## src/rtl/service_mode_ctrl.sv

```systemverilog
// Service-mode arbiter: grants one of three services from the select switches and routes push/display.
// Optional push_m debounce is enabled by defining SERVICE_MODE_CTRL_DEBOUNCE_EN.
module service_mode_ctrl #(
  parameter int unsigned DEBOUNCE_CYCLES = 1_000_000,
  parameter int unsigned FINISH_TIMEOUT  = 255
) (
  input  logic        clk,
  input  logic        resetn,
  input  logic [2:0]  spdt,
  input  logic        push_m,
  input  logic [15:0] seg_in1,
  input  logic [15:0] seg_in2,
  input  logic [15:0] seg_in3,
  input  logic [2:0]  finish,
  output logic [2:0]  svc_en,
  output logic [2:0]  svc_push,
  output logic [15:0] segments,
  output logic        conflict_led,
  output logic        timeout_err,
  output logic [2:0]  state_o
);

  typedef enum logic [2:0] {
    ST_IDLE     = 3'b000,
    ST_GRANT    = 3'b001,
    ST_RUN      = 3'b010,
    ST_DRAIN    = 3'b011,
    ST_CONFLICT = 3'b100
  } state_e;

  localparam int unsigned CNT_W =
    ($clog2(FINISH_TIMEOUT + 1) > 8) ? $clog2(FINISH_TIMEOUT + 1) : 8;
  localparam logic [CNT_W-1:0] CNT_MAX  = '1;
  localparam logic [CNT_W-1:0] TMO_LAST =
    CNT_W'((FINISH_TIMEOUT > 0) ? FINISH_TIMEOUT - 1 : 0);

  state_e           state_q, state_d;
  logic [1:0]       owner_q, owner_d;
  logic [CNT_W-1:0] tmo_cnt_q, tmo_cnt_d;
  logic             timeout_err_q, timeout_err_d;
  logic [15:0]      segments_q, segments_d;
  logic [2:0]       svc_push_q, svc_push_d;

  logic [2:0] spdt_s1_q, spdt_s2_q;
  logic       push_s1_q, push_s2_q;
  logic       push_prev_q;
  logic       push_level;

  // NOTE: sequential state uses non-blocking assignments so every flop samples pre-edge values.
  always_ff @(posedge clk or negedge resetn) begin
    if (!resetn) begin
      spdt_s1_q <= '0;
      spdt_s2_q <= '0;
      push_s1_q <= 1'b0;
      push_s2_q <= 1'b0;
    end else begin
      spdt_s1_q <= spdt;
      spdt_s2_q <= spdt_s1_q;
      push_s1_q <= push_m;
      push_s2_q <= push_s1_q;
    end
  end

`ifdef SERVICE_MODE_CTRL_DEBOUNCE_EN
  localparam int unsigned DB_W = (DEBOUNCE_CYCLES > 1) ? $clog2(DEBOUNCE_CYCLES) : 1;
  localparam logic [DB_W-1:0] DB_LAST =
    DB_W'((DEBOUNCE_CYCLES > 0) ? DEBOUNCE_CYCLES - 1 : 0);

  logic [DB_W-1:0] db_cnt_q, db_cnt_d;
  logic            push_db_q, push_db_d;

  // The filtered level only follows the synced button after it has differed for DEBOUNCE_CYCLES cycles.
  always_comb begin
    db_cnt_d  = '0;
    push_db_d = push_db_q;
    if (push_s2_q != push_db_q) begin
      if (db_cnt_q >= DB_LAST) push_db_d = push_s2_q;
      else                     db_cnt_d  = db_cnt_q + 1'b1;
    end
  end

  always_ff @(posedge clk or negedge resetn) begin
    if (!resetn) begin
      db_cnt_q  <= '0;
      push_db_q <= 1'b0;
    end else begin
      db_cnt_q  <= db_cnt_d;
      push_db_q <= push_db_d;
    end
  end

  assign push_level = push_db_q;
`else
  assign push_level = push_s2_q;
`endif

  logic [1:0] spdt_cnt;
  logic [1:0] spdt_idx;
  logic [2:0] owner_onehot;
  logic       push_rise;

  assign spdt_cnt     = 2'(spdt_s2_q[0]) + 2'(spdt_s2_q[1]) + 2'(spdt_s2_q[2]);
  assign spdt_idx     = spdt_s2_q[0] ? 2'd0 : (spdt_s2_q[1] ? 2'd1 : 2'd2);
  assign owner_onehot = 3'b001 << owner_q;
  assign push_rise    = push_level & ~push_prev_q;

  // NOTE: every always_comb output gets a default first so no path can infer a latch.
  always_comb begin
    state_d       = state_q;
    owner_d       = owner_q;
    tmo_cnt_d     = tmo_cnt_q;
    timeout_err_d = timeout_err_q;
    unique case (state_q)
      ST_IDLE: begin
        if (spdt_cnt == 2'd1) begin
          state_d = ST_GRANT;
          owner_d = spdt_idx;
        end else if (spdt_cnt >= 2'd2) begin
          state_d = ST_CONFLICT;
        end
      end
      ST_GRANT: begin
        state_d       = ST_RUN;
        timeout_err_d = 1'b0;
      end
      ST_RUN: begin
        // Only the owner's own switch ends the session; other switches cannot preempt.
        if (!spdt_s2_q[owner_q]) begin
          state_d   = ST_DRAIN;
          tmo_cnt_d = '0;
        end
      end
      ST_DRAIN: begin
        tmo_cnt_d = (tmo_cnt_q == CNT_MAX) ? tmo_cnt_q : tmo_cnt_q + 1'b1;
        if (finish[owner_q]) begin
          state_d = ST_IDLE;
        end else if (tmo_cnt_q >= TMO_LAST) begin
          state_d       = ST_IDLE;
          timeout_err_d = 1'b1;
        end
      end
      ST_CONFLICT: begin
        if (spdt_cnt <= 2'd1) state_d = ST_IDLE;
      end
      default: state_d = ST_IDLE;
    endcase
  end

  always_comb begin
    svc_push_d = '0;
    if (state_q == ST_RUN && push_rise) svc_push_d = owner_onehot;

    segments_d = 16'h0000;
    unique case (state_q)
      ST_GRANT, ST_RUN, ST_DRAIN: begin
        unique case (owner_q)
          2'd0:    segments_d = seg_in1;
          2'd1:    segments_d = seg_in2;
          default: segments_d = seg_in3;
        endcase
      end
      ST_CONFLICT: segments_d = 16'hEEEE;
      default:     segments_d = 16'h0000;
    endcase
  end

  always_ff @(posedge clk or negedge resetn) begin
    if (!resetn) begin
      state_q       <= ST_IDLE;
      owner_q       <= 2'd0;
      tmo_cnt_q     <= '0;
      timeout_err_q <= 1'b0;
      segments_q    <= 16'h0000;
      svc_push_q    <= '0;
      push_prev_q   <= 1'b0;
    end else begin
      state_q       <= state_d;
      owner_q       <= owner_d;
      tmo_cnt_q     <= tmo_cnt_d;
      timeout_err_q <= timeout_err_d;
      segments_q    <= segments_d;
      svc_push_q    <= svc_push_d;
      push_prev_q   <= push_level;
    end
  end

  // Grant decodes straight from the state register so an async reset drops it at once.
  always_comb begin
    svc_en = '0;
    if (state_q == ST_GRANT || state_q == ST_RUN || state_q == ST_DRAIN) svc_en = owner_onehot;
  end

  assign svc_push     = svc_push_q;
  assign segments     = segments_q;
  assign conflict_led = (state_q == ST_CONFLICT);
  assign timeout_err  = timeout_err_q;
  assign state_o      = state_q;

endmodule

```

## config.mk

```make
export PLATFORM = sky130hd
export DESIGN_NAME = service_mode_ctrl
export DESIGN_NICKNAME = d
export VERILOG_FILES = /design/src/rtl/service_mode_ctrl.sv
export SDC_FILE = /design/constraint.sdc
export NUM_CORES = 1
export LEC_CHECK = 0
export ABC_AREA = 0
export CAP_MARGIN = 25
export CORE_MARGIN = 2
export CORE_UTILIZATION = 35
export CTS_CLUSTER_SIZE = 10
export DETAILED_ROUTE_END_ITERATION = 12
export DONT_BUFFER_PORTS = 1
export PLACE_DENSITY = 0.58
export SLEW_MARGIN = 20
export SYNTH_ARGS = -nofsm -noshare
export SYNTH_HDL_FRONTEND = slang
export SYNTH_SLANG_ARGS = --single-unit
```

## constraint.sdc

```tcl
create_clock -name clk -period 2.7 [get_ports clk]
set_input_delay 0.405 -clock clk [delete_from_list [all_inputs] [get_ports clk]]
set_output_delay 0.405 -clock clk [all_outputs]
set_load 0.005 [all_outputs]
```

==> results.md, run 1 <==
* RSZ-0062 raised after global routing: false
* Worst Setup Start Kind: flop
* Crit Path Class: flop to primary output
* Post-synthesis mux area share at 10.4%
* Max-cap check violation count at 0
* Worst Tran Pin Value at 579 ps
* FP Rows at 27
* Top post-synthesis cells by area: dfrtp_1 (51%), mux2i_1 (9.3%), nor2_1 (6.8%)
* Via count at 1420
* Final instance area at 0.00220 mm2
* IO Port Bufs at 0
* Bufs on Longest Clock Path at 2
* Final setup fails at 0
* Sequential area share after synthesis at 51.2%
* TNS Setup at 0 ps
* DRC viols at 0
* Hold path cells at 0
* Die area at 0.00650 mm2
* R2R depth at 5
* Post-DP HPWL at 3140 um
* Vias in the first global route at 1346
* Hold Crit Class: primary input to flop
* Final WL at 4270 um
* WL/cell at 15.6 um
* First-pass iteration count of the detailed router at 4
* Crit path max fanout at 19
* GRT Total Usage at 13.5%
* Flop2flop setup slack at 970 ps
* Antenna violations before repair at 0
* Reg2reg end: owner_q[1]
* Leakage power of the design at 0.976 nW
* Compound-Gate Fraction of Synth Area at 12.7%
* Peak VDD IR at 416 uV
* Hold EP: spdt_s1_q[0]
* Critical Path AT at 1770 ps
* Die extent in x at 80.6 um
* FF-to-FF Start: spdt_s2_q[0]
* Tmin final at 2170 ps
* Distinct cells, synth at 40
* Post-CTS Setup Repair Bufs at 0
* Period utilization at 80.4%
* H-tree Lvls at 2
* XOR/XNOR Fraction of Synth Area at 1.28%
* Most common cell after layout, fill and taps aside: dfrtp_1
* Initial Util at 36.9%
* Total clock sinks at 42
* Yosys top cell by area: dfrtp_1
* Placed cells at 265
* Area after DPL at 0.00209 mm2
* Commonest cells after routing, fill and taps aside: dfrtp_1 (42), nor2_1 (37), mux2i_1 (19)
* Final Max Slew Viols at 0
* Layout Utilization at 39.5%
* Hold path startpoint: spdt[0]
* Max Freq at 461 MHz
* Syn avg cell area at 10.1 um2
* Final hold vios at 0
* Core footprint at 0.00557 mm2
* Gr ovfl total at 0
* Main combinational cell family by area after synthesis: simple AND/OR/NAND/NOR gates
* Worst-skew pair later-pin latency at 290 ps
* Syn Nets at 264
* Clock Tree Root: clkbuf_8
* Layout cells sized above 1 at 7.92%
* Layout Skew at 2.61 ps
* Outcome: complete, no violations
* Crit. End Element: primary output
* Max-slew headroom at 61.4%
* Ant diodes at 0
* Yosys reg bits at 42
* Cells after Synth at 204
* CP Data Required Time at 2300 ps
* Layout area overhead at 7.06%
* Power per cell area at 897 mW/mm2
* Synth Area in Adders at 2.19%
* Clock buffers created by TritonCTS at 5
* Non-Filler Instances at 274
* Post-Synth Simple-Gate Area at 17.5%
* Largest net degree at the start of global routing at 43
* Worst setup path start: state_o[1]
* Area share of the largest cell type after synthesis at 51.2%
* Vias per cell at 5.18
* CTS clock-pin slew for the worst setup and hold paths at 70 ps
* Syn. warnings at 0
* IO Pins at 84
* Net count, final at 262
* Hold slack at 140 ps
* Routed Antenna Nets at 0
* Die H at 80.6 um
* Initial DRC Count at 75
* Final RePlAce weighted congestion at 0.789
* CTS tree: done
* Global-route wire length before repair at 6560 um
* Mapped cell area at 0.00205 mm2
worst max-delay path, stage by stage (launching register included):
cell and delay [ps]:
dfrtp_1 610, nor2_1 130, or2_1 450, nor3_1 280
cell usage after synthesis:
cell	instances
dfrtp_1	42
nor2_1	37
mux2i_1	19
a21oi_1	18
o21ai_0	16
inv_1	8
buf_2	7
nand3_1	4
nand3b_1	4
nor3_1	4
buf_1	3
buf_4	3
nand2_1	3
nor4_1	3
xnor2_1	3
ha_1	2
mux2_2	2
nand2b_1	2
nand4_1	2
o211ai_1	2
a211oi_1	1
a311oi_1	1
and3_1	1
and3b_1	1
and4_1	1
and4b_1	1
fa_1	1
nand3_2	1
nand3b_4	1
nor2b_1	1
nor3b_2	1
o211a_2	1
o21a_1	1
o221ai_1	1
o22ai_1	1
o31a_1	1
o31ai_1	1
o32a_1	1
or2_1	1
or4_1	1
how the worst max path moves through the flow:
stage	endpoint	slack, ps	cells after the start
floorplan	svc_en[0]	1060	5
global placement	svc_en[0]	840	3
detailed placement	svc_en[0]	800	3
CTS	svc_en[0]	470	3
global route	svc_en[0]	390	3
finish	svc_en[0]	530	3
timing repair:
action / in CTS / in global routing
endpoints found under the hold margin: 42 / 0
hold buffers: 2 / 0
gates resized for setup: 0 / 0
power breakdown:
group	total, mW	switching, mW	internal, mW
clock network	0.376	0.203	0.174
registers	0.990	0.204	0.787
logic	0.607	0.345	0.262
total	1.97	0.752	1.22
through the flow:
step	worst slack [ps]	power, mW
after floorplan	1060	1.49
after global routing	387	2.14
after detailed placement	799	1.62
after global placement	843	1.59
after CTS	471	2.01
final	529	1.97
state kept, by name (all words and copies together), names as in the netlist:
register / count
spdt_s1_q: 3
svc_push: 3
owner_q: 2
push_s1_q: 1
tmo_cnt_q: 8
segments: 16
timeout_err: 1
state_o: 3
spdt_s2_q: 3
push_level: 1
push_prev_q: 1
layout make-up:
class	instances	area [um2]
Tap cell	72	90.1
Multi-Input combinational cell	141	905
Clock buffer	5	68.8
Fill cell	570	3370
Clock inverter	2	10.0
Sequential cell	42	1050
Inverter	8	30.0
Timing Repair Buffer	4	45.0
per-layer routing:
layer  share of wire (%)  vias up  wire [um]  track usage (%)
li1                    -      707          -                -
met1                  42      663       1810             17.2
met2                  50       43       2130             21.2
met3                 6.1        7        262             4.04
met4                 1.7        0         71             6.10
met5                   0        -          0                0
cells by family after synthesis:
group | count (synthesis)
simple gates | 69
compound gates | 45
flops | 42
buf+inv | 21
mux | 21
xor+xnor | 3
fa+ha+maj | 3
(Power assumes the default switching activity.)
==> run 2: changes to the inputs <==
==> constraint.sdc (replaced) <==
create_clock -name clk -period 2.02 [get_ports clk]
set_input_delay 0.303 -clock clk [delete_from_list [all_inputs] [get_ports clk]]
set_output_delay 0.303 -clock clk [all_outputs]
set_load 0.005 [all_outputs]
==> run 2 against run 1 <==
Cell count rose by 0.73%. Sequential share of layout area fell by 1.0 points. Non-clock buffer count rose by 2.
==> results.md, run 2 (synthesized netlist as in run 1, its figures left out) <==
* Crit path max fanout at 9
* Die H at 80.6 um
* Net count, final at 264
* Max-slew headroom at 72.5%
* Ant diodes at 0
* Crit. End Element: primary output
* Worst Tran Pin Value at 413 ps
* Via count at 1462
* Critical Path AT at 1520 ps
* Int Pwr at 1.82 mW
* CTS clock-pin slew for the worst setup and hold paths at 80 ps
* Clk pwr share at 23.8%
* Final setup fails at 0
* Layout Skew at 4.03 ps
* Commonest cells after routing, fill and taps aside: dfrtp_1 (41), nor2_1 (37), mux2i_1 (19)
* Post-DP HPWL at 3160 um
* Max Freq at 549 MHz
* Filler cells at 568
* Initial DRC Count at 96
* Core footprint at 0.00557 mm2
* GRT Total Usage at 14.3%
* H-tree Lvls at 2
* Antenna violations before repair at 0
* IO Port Bufs at 0
* Clock Tree Root: clkbuf_8
* Global-route wire length before repair at 6920 um
* Tmin final at 1820 ps
* Layout cells sized above 1 at 9.31%
* Period utilization at 90.1%
* CTS tree: done
* Final hold vios at 0
* Most common cell after layout, fill and taps aside: dfrtp_1
* Largest net degree at the start of global routing at 43
* Layout area overhead at 9.50%
* Gr ovfl total at 0
* Vias in the first global route at 1377
* Max-cap check violation count at 0
* Die area at 0.00650 mm2
* CP Data Required Time at 1720 ps
* Hold Crit Class: primary input to flop
* DRC viols at 0
* Leakage power of the design at 0.997 nW
* Peak VDD IR at 578 uV
* Clock buffers created by TritonCTS at 5
* WL/cell at 15.7 um
* Crit Path Class: flop to primary output
* Die extent in x at 80.6 um
* Worst Setup Start Kind: flop
* Final instance area at 0.00225 mm2
* Area after DPL at 0.00211 mm2
* Bufs on Longest Clock Path at 2
* Final WL at 4330 um
* Largest register FFs at 16
* Initial Util at 36.9%
* Power per cell area at 1260 mW/mm2
* First-pass iteration count of the detailed router at 4
* Total clock sinks at 42
* Routed Antenna Nets at 0
* Outcome: complete, no violations
* FP Rows at 27
* Part of the power in registers at 45.4%
* Worst-skew pair later-pin latency at 290 ps
* TNS Setup at 0 ps
* IO Pins at 84
* RSZ-0062 raised after global routing: false
* Switch share at 35.9%
* Share of power burned in combinational logic at 30.8%
* Final Max Slew Viols at 0
* Vias per cell at 5.30
* Final RePlAce weighted congestion at 0.733
* P_sw at 1.02 mW
-- run 2: changes by cell type in the layout (fill, tap and decap cells not counted), sizes merged --
cell,previous run,this run
buf,3,5
bufinv,0,1
clkbuf,5,6
clkinv,2,0
-- run 2: repair_timing --
action | 4_1_cts | 5_1_grt
setup buffers | 0 | 0
resized for setup | 0 | 1
endpoints found under the setup margin | 0 | 2
endpoints found under the hold margin | 42 | 0
hold buffers | 2 | 0
-- run 2: critical path, cell delays in order (launching register included) --
cell and delay [ps]:
dfrtp_1 510, nor2_1 120, or2_1 350, nor3_1 240
-- run 2: cell type report --
cell class	instances	area (um2)	share of cell area, %
Sequential cell	42	1050	46.8
Multi-Input combinational cell	141	905	40.2
Tap cell	72	90.1	4.00
Clock buffer	6	82.6	3.67
Timing Repair Buffer	6	60.1	2.67
Clock inverter	1	30.0	1.33
Inverter	8	30.0	1.33
-- run 2: through the flow --
step | total power, mW | setup WS [ps] | hold WS (ps) | util, % | cells
CTS | 2.88 | 84.2 | 19.9 | 40.3 | 276
detailed placement | 2.17 | 326 | 9.49 | 37.8 | 267
floorplan | 2.00 | 392 | 7.41 | - | 204
global placement | 2.17 | 352 | 9.64 | 37.8 | 267
finish | 2.84 | 200 | 31.7 | 40.4 | 276
global route | 3.07 | 78.9 | 14.4 | 40.4 | 276
-- run 2: worst paths after layout --
| path | from | endpoint | slack [ps] | cells past startpoint |
|---|---|---|---|---|
| max in group asynchronous | resetn | tmo_cnt_q[4] | 1350 | 2 |
| max | state_o[1] | svc_en[0] | 200 | 3 |
| min reg2reg | spdt_s1_q[1] | spdt_s2_q[1] | 350 | 0 |
| min in group asynchronous | resetn | tmo_cnt_q[7] | 460 | 2 |
| max reg2reg | spdt_s2_q[0] | owner_q[0] | 330 | 5 |
| min | push_m | push_s1_q | 30 | 0 |
-- run 2: power groups by stage --
stage               Sequential (mW)  Combinational, mW  Clock (mW)
CTS                            1.30              0.885       0.693
global route                   1.33               1.02       0.721
detailed placement             1.32              0.859           0
finish                         1.29              0.874       0.676
floorplan                      1.18              0.820           0
global placement               1.32              0.849           0
-- run 2: routing by layer --
metal / wire length, um / share of wire [%] / global-route usage (%)
met2: 2110 / 49 / 22.1
met1: 1850 / 43 / 17.9
met4: 59 / 1.4 / 6.10
met5: 0 / 0 / 0
met3: 309 / 7.1 / 5.06
==> run 3: changes to the inputs <==
==> constraint.sdc (replaced) <==
create_clock -name clk -period 2.3 [get_ports clk]
set_input_delay 0.345 -clock clk [delete_from_list [all_inputs] [get_ports clk]]
set_output_delay 0.345 -clock clk [all_outputs]
set_load 0.005 [all_outputs]
==> run 3 against run 2 <==
Global-route usage decreased by 0.51 points. Sequential power decreased by 10%. Cell area about the same. Critical path depth unchanged. Setup slack improved by 32 ps. Combinational power decreased by 15%. Wire length increased by 1.5%. Clock skew increased by 0.54 ps. Worst hold slack improved by 45 ps. Largest cell class unchanged.
==> results.md, run 3 (synthesized netlist as in run 1, its figures left out) <==
* P_sw at 898 uW
* Crit. End Element: primary output
* GRT Total Usage at 13.7%
* Total clock sinks at 42
* Max-slew headroom at 68.3%
* Layout Utilization at 40.3%
* WL/cell at 15.9 um
* Worst path slowest cell: dfrtp_1
* Most common cell after layout, fill and taps aside: dfrtp_1
* Global Route met1 Usage at 17.1%
* Post-DP HPWL at 3200 um
* Layout cells sized above 1 at 8.82%
* Final Total Pwr at 2.50 mW
* Max-cap check violation count at 0
* Bufs on Longest Clock Path at 2
* Vias per cell at 5.41
* Vias in the first global route at 1378
* Global-route wire length before repair at 6790 um
* Met3 Use GR at 4.27%
* Placed cells at 267
* Final WL at 4400 um
* Initial Util at 36.9%
* Worst Setup Start Kind: flop
* Hold slack at 77.1 ps
* Clock Tree Root: clkbuf_8
* Clock buffers created by TritonCTS at 5
* CP Cell Sequence: nor2_1 > or2_1 > nor3_1
* CTS clock-pin slew for the worst setup and hold paths at 80 ps
* Tmin final at 2070 ps
* TNS Setup at 0 ps
* Share of power burned in combinational logic at 29.8%
* Place WS at 509 ps
* RSZ-0062 raised after global routing: false
* Int Pwr at 1.60 mW
* Non-Filler Instances at 276
* CTS tree: done
* Die extent in x at 80.6 um
* Largest net degree at the start of global routing at 43
* Part of the power in registers at 46.5%
* FP Rows at 27
* Die H at 80.6 um
* Final Max Slew Viols at 0
* Peak VDD IR at 457 uV
* Leakage power of the design at 0.999 nW
* Gr ovfl total at 0
* Net count, final at 264
* Clk pwr share at 23.7%
* Initial DRC Count at 88
* CP peak stage delay at 630 ps
* Core footprint at 0.00557 mm2
* Antenna violations before repair at 0
* Final RePlAce weighted congestion at 0.775
* Routed Antenna Nets at 0
* GRT met2 Usage at 22.6%
* Via count at 1493
* Hold Crit Class: primary input to flop
* Layout area overhead at 9.44%
* Worst Tran Pin Value at 475 ps
* Most Used Layer, Global Route: met2
* DRC viols at 0
* Layout Skew at 4.57 ps
* Switch share at 36.0%
* Max Freq at 484 MHz
* IO Pins at 84
* Final setup fails at 0
* Final setup margin at 232 ps
* Final instance area at 0.00225 mm2
* Crit Path Class: flop to primary output
* Power per cell area at 1110 mW/mm2
* Commonest cells after routing, fill and taps aside: dfrtp_1 (42), nor2_1 (37), mux2i_1 (19)
* Ant diodes at 0
* Worst-skew pair later-pin latency at 290 ps
* Critical Path AT at 1720 ps
* Die area at 0.00650 mm2
* Outcome: complete, no violations
* Period utilization at 89.9%
* Crit path max fanout at 15
* First-pass iteration count of the detailed router at 4
* Area after DPL at 0.00211 mm2
* CP Data Required Time at 1960 ps
* H-tree Lvls at 2
* Largest register FFs at 16
* IO Port Bufs at 0
* Final hold vios at 0
* Filler cells at 563
-- run 3: cell types whose count changed in the layout (fill, tap and decap cells not counted) --
cell | before | now
dfrtp_2 | 1 | 0
dfrtp_1 | 41 | 42
-- run 3: timing repair --
action                    4_1_cts  5_1_grt
hold endpoints to repair       42        0
buffers inserted                0        0
hold buffers                    2        0
resized for setup               0        0
-- run 3: final timing paths --
path | startpoint | to | slack, ps | cells past startpoint
worst max-delay path | state_o[1] | svc_en[0] | 230 | 3
min in group asynchronous | resetn | timeout_err | 510 | 2
worst min register to register | spdt_s1_q[2] | spdt_s2_q[2] | 350 | 0
worst max register to register | spdt_s2_q[0] | owner_q[0] | 590 | 5
max in group asynchronous | resetn | segments[3] | 1570 | 2
worst min-delay path | push_m | push_s1_q | 80 | 0
-- run 3: cell type report --
class,instances,area [um2],area share (%)
well taps,72,90.1,4.01
flip-flops and latches,42,1050,46.7
multi-input cells,141,905,40.2
inverters,8,30.0,1.34
repair buffers,6,60.1,2.67
clock inverters,1,30.0,1.34
clock buffers,6,82.6,3.67
-- run 3: power groups by stage --
stage | combinational, mW | sequential (mW) | clock [mW]
5_1_grt | 0.860 | 1.20 | 0.635
3_5_place_dp | 0.737 | 1.18 | 0
3_3_place_gp | 0.725 | 1.17 | 0
2_1_floorplan | 0.720 | 1.03 | 0
4_1_cts | 0.760 | 1.17 | 0.609
6_report | 0.745 | 1.16 | 0.591
-- run 3: layer usage --
metal	wire (um)	vias to the layer above	share of wire, %
li1	-	716	-
met3	287	4	6.5
met1	1820	730	41
met4	34	0	0.77
met2	2260	43	51
met5	0	-	0
-- run 3: worst max-delay path: cells and delay by family, from the launching register on --
kind | cells | cell delay, ps
flip-flops | 1 | 630
AND/OR/NAND/NOR | 3 | 810
